### config.mk
export PLATFORM = sky130hd
export DESIGN_NAME = trdb_reg_bank
export DESIGN_NICKNAME = d
export VERILOG_FILES = /design/src/rtl/trdb_pkg.sv /design/src/rtl/trdb_sat_counter.sv /design/src/rtl/trdb_reg_bank.sv
export SDC_FILE = /design/constraint.sdc
export NUM_CORES = 1
export LEC_CHECK = 0
export BUFFER_PORTS_ARGS = -buffer_cell sky130_fd_sc_hd__buf_2
export CAP_MARGIN = 20
export CELL_PAD_IN_SITES_DETAIL_PLACEMENT = 1
export CELL_PAD_IN_SITES_GLOBAL_PLACEMENT = 2
export CORE_ASPECT_RATIO = 0.8
export CORE_UTILIZATION = 28
export CTS_CLUSTER_DIAMETER = 80
export CTS_CLUSTER_SIZE = 12
export DETAILED_ROUTE_END_ITERATION = 6
export PLACE_DENSITY_LB_ADDON = 0.08
export SLEW_MARGIN = 30
export SYNTH_ARGS = -nofsm -noshare
export SYNTH_HDL_FRONTEND = slang
export SYNTH_SLANG_ARGS = --single-unit
### constraint.sdc
create_clock -name clk_i -period 2.1 [get_ports clk_i]
set_input_delay 0.105 -clock clk_i [delete_from_list [all_inputs] [get_ports clk_i]]
set_output_delay 0.105 -clock clk_i [all_outputs]
set_load 0.1 [all_outputs]
### src/rtl/trdb_pkg.sv
// Shared definitions for the trace debug register bank: register map, CTRL bit layout,
// trace-enable FSM encoding and the packet_emitter configuration width.
package trdb_pkg;

    localparam int CONF_W = 7;

    localparam logic [31:0] REG_CTRL     = 32'h00;
    localparam logic [31:0] REG_ON_MASK  = 32'h04;
    localparam logic [31:0] REG_OFF_MASK = 32'h08;
    localparam logic [31:0] REG_STATUS   = 32'h0C;
    localparam logic [31:0] REG_ON_CNT   = 32'h10;
    localparam logic [31:0] REG_OFF_CNT  = 32'h14;

    localparam int CTRL_ACTIVATED = 0;
    localparam int CTRL_NOCONTEXT = 1;
    localparam int CTRL_NOTIME    = 2;
    localparam int CTRL_DELTA     = 3;
    localparam int CTRL_SW_START  = 4;
    localparam int CTRL_SW_STOP   = 5;

    typedef enum logic [1:0] {
        ST_OFF      = 2'd0,
        ST_ARMED    = 2'd1,
        ST_TRACING  = 2'd2,
        ST_STOPPING = 2'd3
    } trace_state_e;

endpackage

### src/rtl/trdb_sat_counter.sv
// Event counter that sticks at all-ones; a clear in the same cycle as an increment wins.
module trdb_sat_counter #(
    parameter int CNT_W = 16
) (
    input  logic             clk_i,
    input  logic             rst_i,
    input  logic             inc_i,
    input  logic             clr_i,
    output logic [CNT_W-1:0] cnt_o
);

    always_ff @(posedge clk_i) begin
        if (rst_i || clr_i) begin
            cnt_o <= '0;
        end else if (inc_i && (cnt_o != '1)) begin
            cnt_o <= cnt_o + CNT_W'(1);
        end
    end

endmodule

### src/rtl/trdb_reg_bank.sv
// APB control/status registers for the trace encoder and the trace-enable FSM
// (arm, trigger on, filter off, flush handshake), with start/stop event counters.
module trdb_reg_bank
    import trdb_pkg::*;
#(
    parameter int N_TRIG = 2,
    parameter int CNT_W  = 16,
    parameter int ADDR_W = 5
) (
    input  logic              clk_i,
    input  logic              rst_i,
    input  logic [ADDR_W-1:0] paddr_i,
    input  logic              psel_i,
    input  logic              penable_i,
    input  logic              pwrite_i,
    input  logic [31:0]       pwdata_i,
    output logic [31:0]       prdata_o,
    output logic              pready_o,
    output logic              pslverr_o,
    input  logic [N_TRIG-1:0] trace_req_on_i,
    input  logic [N_TRIG-1:0] trace_req_off_i,
    input  logic              flush_ack_i,
    output logic              flush_req_o,
    output logic              trace_enable_o,
    output logic              trace_activated_o,
    output logic              nocontext_o,
    output logic              notime_o,
    output logic              encoder_mode_o,
    output logic [CONF_W-1:0] configuration_o
);

    // APB handshake: a transfer is the access phase (psel & penable); pready is always 1,
    // so every access phase completes in one cycle. Writes commit on that clock edge,
    // read data and pslverr are driven combinationally during the access phase.
    logic [31:0] addr;
    logic        access, wr, rd;
    logic        hit_ctrl, hit_on_mask, hit_off_mask, hit_status, hit_on_cnt, hit_off_cnt;
    logic        mapped;

    assign addr         = 32'(paddr_i);
    assign access       = psel_i & penable_i;
    assign wr           = access & pwrite_i;
    assign rd           = access & ~pwrite_i;
    assign hit_ctrl     = (addr == REG_CTRL);
    assign hit_on_mask  = (addr == REG_ON_MASK);
    assign hit_off_mask = (addr == REG_OFF_MASK);
    assign hit_status   = (addr == REG_STATUS);
    assign hit_on_cnt   = (addr == REG_ON_CNT);
    assign hit_off_cnt  = (addr == REG_OFF_CNT);
    assign mapped       = hit_ctrl | hit_on_mask | hit_off_mask | hit_status | hit_on_cnt | hit_off_cnt;

    assign pready_o  = 1'b1;
    assign pslverr_o = access & (~mapped | (pwrite_i & hit_status));

    logic              ctrl_activated, ctrl_nocontext, ctrl_notime, ctrl_delta;
    logic [N_TRIG-1:0] on_mask, off_mask;
    logic              sw_start, sw_stop;
    logic              unused_pwdata;

    assign sw_start      = wr & hit_ctrl & pwdata_i[CTRL_SW_START];
    assign sw_stop       = wr & hit_ctrl & pwdata_i[CTRL_SW_STOP];
    assign unused_pwdata = ^pwdata_i;

    always_ff @(posedge clk_i) begin
        if (rst_i) begin
            ctrl_activated <= 1'b0;
            ctrl_nocontext <= 1'b1;
            ctrl_notime    <= 1'b1;
            ctrl_delta     <= 1'b0;
            on_mask        <= '1;
            off_mask       <= '1;
        end else begin
            if (wr && hit_ctrl) begin
                ctrl_activated <= pwdata_i[CTRL_ACTIVATED];
                ctrl_nocontext <= pwdata_i[CTRL_NOCONTEXT];
                ctrl_notime    <= pwdata_i[CTRL_NOTIME];
                ctrl_delta     <= pwdata_i[CTRL_DELTA];
            end
            if (wr && hit_on_mask)  on_mask  <= pwdata_i[N_TRIG-1:0];
            if (wr && hit_off_mask) off_mask <= pwdata_i[N_TRIG-1:0];
        end
    end

    trace_state_e state;
    logic         req_on, req_off, on_inc, off_inc;

    assign req_on  = (|(trace_req_on_i & on_mask)) | sw_start;
    assign req_off = (|(trace_req_off_i & off_mask)) | sw_stop;
    // A stop request blocks a same-cycle start while armed; once stopping, starts are dropped.
    assign on_inc  = (state == ST_ARMED) & ctrl_activated & ~req_off & req_on;
    assign off_inc = (state == ST_TRACING) & (req_off | ~ctrl_activated);

    always_ff @(posedge clk_i) begin
        if (rst_i) begin
            state          <= ST_OFF;
            trace_enable_o <= 1'b0;
            flush_req_o    <= 1'b0;
        end else begin
            case (state)
                ST_OFF: begin
                    if (ctrl_activated) state <= ST_ARMED;
                end
                ST_ARMED: begin
                    if (!ctrl_activated) begin
                        state <= ST_OFF;
                    end else if (on_inc) begin
                        state          <= ST_TRACING;
                        trace_enable_o <= 1'b1;
                    end
                end
                ST_TRACING: begin
                    if (off_inc) begin
                        state          <= ST_STOPPING;
                        trace_enable_o <= 1'b0;
                        flush_req_o    <= 1'b1;
                    end
                end
                ST_STOPPING: begin
                    if (flush_ack_i) begin
                        state       <= ctrl_activated ? ST_ARMED : ST_OFF;
                        flush_req_o <= 1'b0;
                    end
                end
                default: begin
                    state          <= ST_OFF;
                    trace_enable_o <= 1'b0;
                    flush_req_o    <= 1'b0;
                end
            endcase
        end
    end

    logic [CNT_W-1:0] on_cnt, off_cnt;

    trdb_sat_counter #(.CNT_W(CNT_W)) u_on_cnt (
        .clk_i (clk_i),
        .rst_i (rst_i),
        .inc_i (on_inc),
        .clr_i (wr & hit_on_cnt),
        .cnt_o (on_cnt)
    );

    trdb_sat_counter #(.CNT_W(CNT_W)) u_off_cnt (
        .clk_i (clk_i),
        .rst_i (rst_i),
        .inc_i (off_inc),
        .clr_i (wr & hit_off_cnt),
        .cnt_o (off_cnt)
    );

    logic [31:0] rdata;

    always_comb begin
        rdata = '0;
        if (hit_ctrl)     rdata[3:0]        = {ctrl_delta, ctrl_notime, ctrl_nocontext, ctrl_activated};
        if (hit_on_mask)  rdata[N_TRIG-1:0] = on_mask;
        if (hit_off_mask) rdata[N_TRIG-1:0] = off_mask;
        if (hit_status)   rdata[3:0]        = {flush_req_o, trace_enable_o, state};
        if (hit_on_cnt)   rdata[CNT_W-1:0]  = on_cnt;
        if (hit_off_cnt)  rdata[CNT_W-1:0]  = off_cnt;
    end

    assign prdata_o = rd ? rdata : '0;

    assign trace_activated_o = ctrl_activated;
    assign nocontext_o       = ctrl_nocontext;
    assign notime_o          = ctrl_notime;
    assign encoder_mode_o    = 1'b0;
    assign configuration_o   = {ctrl_delta, {(CONF_W-1){1'b0}}};

endmodule
# Word-level counts from Yosys, hierarchy flattened
# Cells that the tools add are included.
dict set report totals {
  out_inout_bits 47
  register_bits 44
  elab_cells 95
  in_bits 47
}
dict set report classes {
  n_eq_ne 16
  n_mux 21
  addsub 2
  reduce_logical 16
  n_bitwise 29
}
# operator count
set ops {}
lappend ops {{$mux 16} 3}
lappend ops {{$add 16x1->16 const B} 2}
lappend ops {{$logic_not 32->1} 1}
lappend ops {{$ne 16x16->1 const B} 2}
lappend ops {{$and 1x1->1} 14}
lappend ops {{$mux 2} 7}
lappend ops {{$eq 5x4->1 const B} 2}
lappend ops {{$eq 5x5->1 const B} 2}
lappend ops {{$or 1x1->1} 9}
lappend ops {{$mux 4} 2}
lappend ops {{$pmux 2 s4} 1}
lappend ops {{$reduce_and 4->1} 2}
lappend ops {{$mux 1} 6}
lappend ops {{$ne 2x2->1 const B} 3}
lappend ops {{$eq 5x3->1 const B} 1}
lappend ops {{$logic_and 1x1->1} 5}
lappend ops {{$and 2x2->2} 2}
lappend ops {{$eq 2x2->1 const B} 2}
lappend ops {{$ne 2x1->1 const B} 2}
lappend ops {{$not 1->1} 4}
lappend ops {{$pmux 1 s2} 2}
lappend ops {{$reduce_bool 2->1} 2}
lappend ops {{$reduce_or 2->1} 2}
lappend ops {{$ne 3x2->1 const B} 1}
lappend ops {{4 further kinds} 5}

# Logic depth before layout (Yosys ltp)
# Gate-level depths: netlist of run 1.
dict set report depth {
  word_depth 11
  mapped_depth 7
  depth_no_buf 6
}

# By module
# A second synthesis of run 1 with hierarchy kept.
dict set report unflattened {
  hier_cells 351
  area_unflattened_um2 2886.5
}
# mod instances area_per_inst_um2 cells_per_inst seq_area_each_um2
set modules_own_cells {}
lappend modules_own_cells {trdb_sat_counter 2 847.1 95 320.3}
lappend modules_own_cells {trdb_reg_bank 1 1192.4 161 240.2}

# Worst setup path before layout of run 1
# Ideal clock, no wire load.
dict set report synth_timing {
  path_kind {register -> output}
  from {register ctrl_notime, in the netlist notime_o}
  to {output prdata_o[2]}
  arrival_ns 4.317
  slack_ns -2.322
  path_buffers 0
  required_time_ns 1.995
  path_stages_with_launch 5
  path_cell_list {dfxtp_1 > o21ai_0 > a21boi_0 > a21oi_1 > nor4_1}
}
dict set report synth_via {
  elab_chain_len 5
}
# element line
set synth_rtl {}
lappend synth_rtl {{start, declared} trdb_reg_bank.sv:55} ;# logic ctrl_activated, ctrl_nocontext, ctrl_notime, ctrl_delta;
lappend synth_rtl {{start signal, assigned} trdb_reg_bank.sv:76} ;# ctrl_notime <= pwdata_i[CTRL_NOTIME];
lappend synth_rtl {{$mux 4} trdb_reg_bank.sv:155} ;# if (hit_ctrl) rdata[3:0] = {ctrl_delta, ctrl_notime, ctrl_nocontext, ctrl_activated};
lappend synth_rtl {{$mux 4} trdb_reg_bank.sv:158} ;# if (hit_status) rdata[3:0] = {flush_req_o, trace_enable_o, state};
lappend synth_rtl {{$mux 16} trdb_reg_bank.sv:159} ;# if (hit_on_cnt) rdata[CNT_W-1:0] = on_cnt;
lappend synth_rtl {{$mux 16} trdb_reg_bank.sv:160} ;# if (hit_off_cnt) rdata[CNT_W-1:0] = off_cnt;
lappend synth_rtl {{$mux 16} trdb_reg_bank.sv:163} ;# assign prdata_o = rd ? rdata : '0;
lappend synth_rtl {{end, declared} trdb_reg_bank.sv:17} ;# output logic [31:0] prdata_o,
# Every way passes these cells.

# Worst setup path after layout of run 1
dict set report layout_timing {
  from {register off_mask[0]}
  to {register u_off_cnt.cnt_o[15]}
}
dict set report layout_via {
  elab_chain_len 6
}
# element line
set layout_rtl {}
lappend layout_rtl {{start, declared} trdb_reg_bank.sv:56} ;# logic [N_TRIG-1:0] on_mask, off_mask;
lappend layout_rtl {{start signal, assigned} trdb_reg_bank.sv:80} ;# if (wr && hit_off_mask) off_mask <= pwdata_i[N_TRIG-1:0];
lappend layout_rtl {{$and 2x2->2} trdb_reg_bank.sv:88} ;# assign req_off = (|(trace_req_off_i & off_mask)) | sw_stop;
lappend layout_rtl {{$reduce_or 2->1} trdb_reg_bank.sv:88}
lappend layout_rtl {{$or 1x1->1} trdb_reg_bank.sv:88}
lappend layout_rtl {{$or 1x1->1} trdb_reg_bank.sv:91} ;# assign off_inc = (state == ST_TRACING) & (req_off | ~ctrl_activated);
lappend layout_rtl {{$and 1x1->1} trdb_reg_bank.sv:91}
lappend layout_rtl {{$logic_and 1x1->1} trdb_sat_counter.sv:15} ;# end else if (inc_i && (cnt_o != '1)) begin
lappend layout_rtl {{end signal, assigned} trdb_sat_counter.sv:16} ;# cnt_o <= cnt_o + CNT_W'(1);
lappend layout_rtl {{end, declared} trdb_sat_counter.sv:9} ;# output logic [CNT_W-1:0] cnt_o
# Every way passes these cells.
# A chain may end at the register's enable or synchronous reset.

==> results.md, run 1 <==
* Least-Margin Pin Slew at 511 ps
* Post-synth cell types at 51
* Seq cells post-synth at 44
* Crit-path cells: a22oi_1 > buf_4 > and2_1 > a211o_1 > or4_1 > a21oi_1
* Starting DRC count in detailed routing at 81
* CP peak stage delay at 440 ps
* Post-synthesis instance total at 364
* Initial antenna violation count at 0
* Psw at 0.628 mW
* Share of cells above drive strength 1 at 26.7%
* Placer congestion estimate at 0.723
* Commonest non-fill, non-tap cell in the layout: dfxtp_1
* Congestion Overflow GR at 0
* Io pins at 94
* Total track usage at 18.4%
* Clock Path Buffers at 2
* Crit-path slowest cell: or4_1
* Final wirelength at 9270 µm
* Core area at 0.00981 mm²
* DR vias at 2,939
* Combinational power share at 16.4%
* Unrepaired setup endpoints after global routing: no
* First-pass GRT wire length at 15,000 µm
* Crit-path max FO at 9
* Leakage at 1.44 nW
* Vias in the first global route at 2,944
* # DRC at 0
* FF-to-FF Start: off_mask[0]
* Antenna diodes at 0
* Non-filler cells, final at 566
* Setup violations, final at 0
* Sequential share of power at 40.1%
* Placement Rows at 32
* Final period util at 91.0%
* Post-synth ARST share at 0%
* Slew Limit Fails at 0
* Storage cell area at 888 µm²
* Crit. Startpoint: off_mask[0]
* Die area at 0.0107 mm²
* Root Buffer: clkbuf_16
* Routed length per instance at 16.4 µm
* Num Clock Sinks at 44
* Grt met3 use at 3.66%
* Final hold slack at 56.2 ps
* Max-cap violations at 0
* Min Tclk post-route at 1910 ps
* Min-Delay Path Class: in -> reg
* PD cells at 541 mW/mm²
* Setup TNS at 0 ps
* Fmax at 523 MHz
* Crit-path leading delay family: compound AO/OA/AOI/OAI gates
* Clock Skews at 3.78 ps
* Worst Setup EP: u_off_cnt.cnt_o[15]
* Critical Path RT at 2320 ps
* Multi-input gate area at 0.00189 mm²
* Clk network pwr share at 43.5%
* Final #Nets at 478
* 1st-pass router iterations at 4
* Final hold violation count at 0
* Fillers at 1,203
* Max-slew headroom at 65.0%
* DR vias/cell at 5.19
* Avg Inst Size Synth at 7.91 µm²
* Die span in y at 92.7 µm
* Initial Util at 29.3%
* Status: complete, no violations
* Clock Pin Slew Worst Setup and Hold Paths at 60 ps
* Post-synth top area cell: dfxtp_1
* Crit start category: register
* CP Data Arrival Time at 2130 ps
* EDFF count, synth at 0
* Gr busiest metal: met2
* Inst Count DP at 558
* Int Power at 1.45 mW
* Worst setup path class: reg -> reg
* R2r setup slk at 190 ps
* Total power at 2.08 mW
* Crit path buf inv count at 1
* Leading post-synthesis cells by cell area: dfxtp_1, mux2i_1, buf_4
* Reg-to-Reg End: u_off_cnt.cnt_o[15]
* Met1 Usage GRT at 24.1%
* Proportion of netlist area held by the largest area contributor at 30.6%
* CP endpoint kind: register
* Number of port buffers at 43
* Peak supply drop at 0.000310 V
* Crit. path cell count at 6
* Cell Area, Synth at 0.00288 mm²
* Synthesis Warnings at 0
* Switching part of the total at 30.2%
* Post-route antenna net violation count at 0
* DP Worst Slack at -54.8 ps
* Largest net degree at the start of global routing at 28
* Commonest non-fill, non-tap cells in the layout: dfxtp_1, buf_4, a21oi_1
* Total CTS buffers at 5
* Hpwl dp at 7190 µm
* # H-tree levels at 2
* Die width at 115 µm
* Reg2Reg Depth at 6
* Grt met2 use at 30.5%
* Primary FF master, synth: dfxtp_1
* P&R area growth vs syn at 33.3%
* Hold Buf Count CTS at 0
* Setup ws final at 190 ps
* CTS tree: yes
* Post-synthesis sequential area ratio at 30.6%
* Worst skew pair latency at 290 ps
kinds of logic after synthesis:
family,synth area share [%]
XOR/XNOR,0.609
multiplexers,6.61
AO/OA/AOI/OAI,20.3
flip-flops,30.6
AND/OR/NAND/NOR,30.9
adder cells (fa/ha/maj),0.869
other,0.261
buffers and inverters,9.78
sequential cells by signal (all words and copies together) (netlist names), named ones only:
signal	flops
off_mask	2
u_on_cnt.cnt_o	16
ctrl_delta	1
trace_enable_o	1
state	1
nocontext_o	1
on_mask	2
u_off_cnt.cnt_o	16
trace_activated_o	1
notime_o	1
flush_req_o	1
routing by layer:
layer / up-vias / wire length, µm
met5: - / 0
met2: 62 / 4270
li1: 1433 / -
met3: 6 / 336
met4: 0 / 87
met1: 1438 / 4580
through the flow:
| step | utilization, % | instance area [µm²] |
|---|---|---|
| final | 39.1 | 3840 |
| after global routing | 39.1 | 3840 |
| after CTS | 39.1 | 3830 |
| after detailed placement | 37.4 | 3670 |
| after global placement | 37.4 | 3670 |
| after floorplan | - | 3060 |
synth_stat cells, drive strengths merged, types with 2 or more instances:
master and instances:
a211o 7, a21boi 2, a21o 3, a21oi 33, a22oi 4, a31o 2, a31oi 2, and2 4
and3 8, and4 6, buf 31, clkbuf 10, conb 2, dfxtp 44, ha 2, inv 4
mux2i 19, nand2 28, nand2b 7, nand3 21, nand4 12, nand4b 2, nor2 38, nor3 2
nor4 3, o21ai 19, o311ai 2, o31ai 9, or3 11, or4 12, xnor2 2
worst register-to-register path: stages, from the launching register on:
cell and delay [ps]:
dfxtp_1 360, a22oi_1 100, buf_4 160, and2_1 210
a211o_1 430, or4_1 440, a21oi_1 150
worst min-delay path by stage:
stage / from / to / slack, ps / depth (start not counted)
global route: pwdata_i[3] / ctrl_delta / 80 / 3
floorplan: rst_i / off_mask[1] / 200 / 1
global placement: pwdata_i[3] / ctrl_delta / 340 / 3
CTS: pwdata_i[3] / ctrl_delta / 50 / 3
detailed placement: pwdata_i[3] / ctrl_delta / 350 / 3
finish: pwdata_i[3] / ctrl_delta / 60 / 3
layout make-up:
| type | instances | share of cell area [%] |
|---|---|---|
| inverter | 4 | 0.391 |
| sequential | 44 | 23.1 |
| multi-input combinational | 297 | 49.2 |
| timing repair buffer | 77 | 18.6 |
| clock buffer | 6 | 3.36 |
| tap | 136 | 4.43 |
| clock inverter | 2 | 0.913 |
timing repair:
| item | in CTS | in global routing |
|---|---|---|
| endpoints found under the setup margin | 0 | 1 |
| gates resized for setup | 0 | 2 |
| hold endpoints to repair | 0 | 0 |
| buffers inserted | 0 | 0 |
power groups by stage:
stage | Clock, mW | Sequential (mW) | Combinational, mW
after global routing | 0.964 | 0.833 | 0.356
after CTS | 0.942 | 0.834 | 0.340
after floorplan | 0 | 0.854 | 0.309
final | 0.903 | 0.834 | 0.340
after global placement | 0 | 0.853 | 0.337
after detailed placement | 0 | 0.853 | 0.339
No activity file was read; power rests on OpenSTA's default activity.
==> inputs of run 2 (changes only) <==
--- a/config.mk
+++ b/config.mk
@@ -10,7 +10,7 @@
 export CELL_PAD_IN_SITES_DETAIL_PLACEMENT = 1
 export CELL_PAD_IN_SITES_GLOBAL_PLACEMENT = 2
 export CORE_ASPECT_RATIO = 0.8
-export CORE_UTILIZATION = 28
+export CORE_UTILIZATION = 29
 export CTS_CLUSTER_DIAMETER = 80
 export CTS_CLUSTER_SIZE = 12
 export DETAILED_ROUTE_END_ITERATION = 6
@@ -18,4 +18,5 @@
 export SLEW_MARGIN = 30
 export SYNTH_ARGS = -nofsm -noshare
 export SYNTH_HDL_FRONTEND = slang
+export SYNTH_HIERARCHICAL = 1
 export SYNTH_SLANG_ARGS = --single-unit
==> run 2 against run 1 <==
Effect of this change: the run now ends with negative setup slack left; maximum frequency is 18% lower; sequential share of layout area is 1.3 points lower; wire length is 5.0% higher; synthesized area is 0.26% higher; critical path depth is 2 higher; cell area is 5.7% higher; power is 7.1% lower; synthesized cell count is 3.6% lower; global-route usage is 1.6 points higher; setup slack worse by 430 ps; highest routed layer unchanged.
==> results.md, run 2 <==
* Status: finished with violations
* Failing checks: negative setup slack
* Crit-path max FO at 4 (-5)
* Unrepaired setup endpoints after global routing: yes
* Reg-to-Reg End: u_on_cnt/cnt_o[14]
* Post-route antenna net violation count at 0 (unchanged)
* FF-to-FF Start: off_mask[0]
* Min-delay src: pwdata_i[3]
* # DRC at 0 (unchanged)
* Commonest non-fill, non-tap cells in the layout: buf_4, dfxtp_1, buf_2
* Placer congestion estimate at 0.793 (+9.6%)
* Post-synth top area cell: dfxtp_1
* Clock Path Buffers at 2 (unchanged)
* Number of port buffers at 43 (unchanged)
* 1st-pass router iterations at 6 (+2)
* Io pins at 94 (unchanged)
* Worst skew pair latency at 290 ps (about the same)
* Final hold slack at 59.3 ps (+3.10 ps)
* CP endpoint kind: register
* Die span in y at 91.2 µm (-1.6%)
* Placement Rows at 32 (unchanged)
* Post-synth cell types at 57 (+12%)
* Reg2Reg Depth at 8 (+2)
* Critical Path RT at 2330 ps (about the same)
* Setup ws final at -236 ps (-426 ps)
* Largest net degree at the start of global routing at 17 (-39%)
* Cell Area, Synth at 0.00289 mm² (+0.26%)
* Post-synthesis sequential area ratio at 30.5% (-0.080 points)
* DP Worst Slack at -289 ps (-234 ps)
* Inst Count DP at 557 (-0.18%)
* Post-synth ARST share at 0% (unchanged)
* Initial antenna violation count at 0 (unchanged)
* First-pass GRT wire length at 15,800 µm (+5.3%)
* Fmax at 428 MHz (-18%)
* Slew Limit Fails at 0 (unchanged)
* Avg Inst Size Synth at 8.22 µm² (+4.0%)
* EDFF count, synth at 0 (unchanged)
* Storage cell area at 887 µm² (-0.14%)
* Initial Util at 29.9% (+0.56 points)
* Fillers at 1,126 (-6.4%)
* Leakage at 1.56 nW (+8.2%)
* Top cells by count, synth: dfxtp_1, nor2_1, buf_4, a21oi_1, nand2_1
* Total track usage at 19.9% (+1.6 points)
* CTS tree: yes
* Hpwl dp at 7540 µm (+4.8%)
* Proportion of netlist area held by the largest area contributor at 30.5% (-0.080 points)
* Seq cells post-synth at 44 (unchanged)
* Share of cells above drive strength 1 at 36.0% (+9.2 points)
* Vias in the first global route at 2,942 (-0.068%)
* Setup TNS at -1710 ps (-1710 ps)
* Starting DRC count in detailed routing at 155 (+91%)
* Core Util, Final at 42.1% (+2.9 points)
* Clock Skews at 4.63 ps (+0.851 ps)
* Primary FF master, synth: dfxtp_1
* R2r setup slk at -240 ps (-430 ps)
* Worst Hold Path Cells at 3 (unchanged)
* Core area at 0.00965 mm² (-1.6%)
* Crit start category: register
* Root Buffer: clkbuf_16
* Die area at 0.0104 mm² (-3.1%)
* Synthesis Warnings at 6 (+6)
* Final wirelength at 9740 µm (+5.0%)
* Commonest non-fill, non-tap cell in the layout: buf_4
* Num Clock Sinks at 44 (unchanged)
* Routed length per instance at 17.2 µm (+4.8%)
* Non-filler cells, final at 567 (+0.18%)
* Min Tclk post-route at 2340 ps (+426 ps)
* Post-synthesis instance total at 351 (-3.6%)
* Total CTS buffers at 5 (unchanged)
* Max-cap violations at 0 (unchanged)
* PD cells at 476 mW/mm² (-12%)
* Die width at 114 µm (-1.6%)
* Final period util at 111% (+20 points)
* Biggest regs: u_off_cnt/cnt_o x16, u_on_cnt/cnt_o x16
* Total power at 1.93 mW (-7.1%)
* Clock Pin Slew Worst Setup and Hold Paths at 70 ps (about the same)
* Peak supply drop at 0.000304 V (-1.9%)
* Leading post-synthesis cells by cell area: dfxtp_1, buf_4, nor2_1
* DP Area at 0.00381 mm² (+3.9%)
* CP Data Arrival Time at 2560 ps (+430 ps)
* DR vias at 2,967 (+0.95%)
* Final #Nets at 480 (+0.42%)
* Min-Delay Path Class: in -> reg
* Congestion Overflow GR at 0 (unchanged)
* Worst setup path class: reg -> reg
* # H-tree levels at 2 (unchanged)
* Setup violations, final at 13 (+13)
* DR vias/cell at 5.23 (+0.77%)
* Top-count cell post-synth: dfxtp_1
* Multi-input gate area at 0.00199 mm² (+5.7%)
* Worst Hold End: ctrl_delta
* Antenna diodes at 0 (unchanged)
* P&R area growth vs syn at 40.6%
* Final instance area at 0.00406 mm² (+5.7%)
* Final hold violation count at 0 (unchanged)
run 2: cell types whose count changed after synthesis, sizes merged, moves of 7 or more:
cell	before	now
a22oi	4	14
nand2b	7	0
mux2i	19	3
nand2	28	21
a21oi	33	24
a41o	0	8
run 2: layout make-up:
| cell class | count | share of cell area, % |
|---|---|---|
| well taps | 136 | 4.19 |
| flip-flops and latches | 44 | 21.9 |
| repair buffers | 93 | 20.5 |
| multi-input cells | 277 | 49.1 |
| inverters | 10 | 1.05 |
| clock buffers | 6 | 3.18 |
| clock inverters | 1 | 0.123 |
run 2: worst max-delay path by stage:
stage          slack [ps]  cells past startpoint            endpoint         startpoint
6_report             -240                      8  u_on_cnt/cnt_o[14]        off_mask[0]
3_3_place_gp         -200                      9  u_on_cnt/cnt_o[14]             psel_i
3_5_place_dp         -290                      9  u_on_cnt/cnt_o[14]         paddr_i[3]
5_1_grt              -340                      8   u_on_cnt/cnt_o[6]        off_mask[0]
2_1_floorplan        -310                      8  u_on_cnt/cnt_o[14]  trace_activated_o
4_1_cts              -240                      8  u_on_cnt/cnt_o[14]        off_mask[0]
run 2: report_power, final:
group          switching [mW]  internal [mW]  leakage, nW
Combinational           0.276         0.0481         1.14
Sequential           0.000454          0.833        0.354
Clock                   0.338          0.434       0.0667
run 2: critical path, stage by stage (launching register included):
cell      delay, ps
dfxtp_2         320
a22o_1          240
a311oi_2        220
or4b_4          530
inv_4            70
nand4_1         160
a41o_1          290
or3_4           330
a21oi_2         110
run 2: what timing repair did:
action                     in CTS  in global routing
resized for setup               5                 15
hold buffers                    0                  0
setup buffers                   2                  3
setup endpoints to repair      14                 25
pin swaps                       2                  9
run 2: cells by family after synthesis:
group	after synthesis	share of synthesized area, %
flops	44	30.5
xor+xnor	6	1.82
mux	4	1.82
other cells	2	0.260
compound gates	99	24.8
buf+inv	52	10.4
fa+ha+maj	2	0.867
simple gates	142	29.5
run 2: per-layer routing:
metal  part of all wire, %  track usage, %
met1                    51            29.4
met2                    44            29.6
met3                   4.3            4.07
met4                  0.49            3.95
met5                     0               0
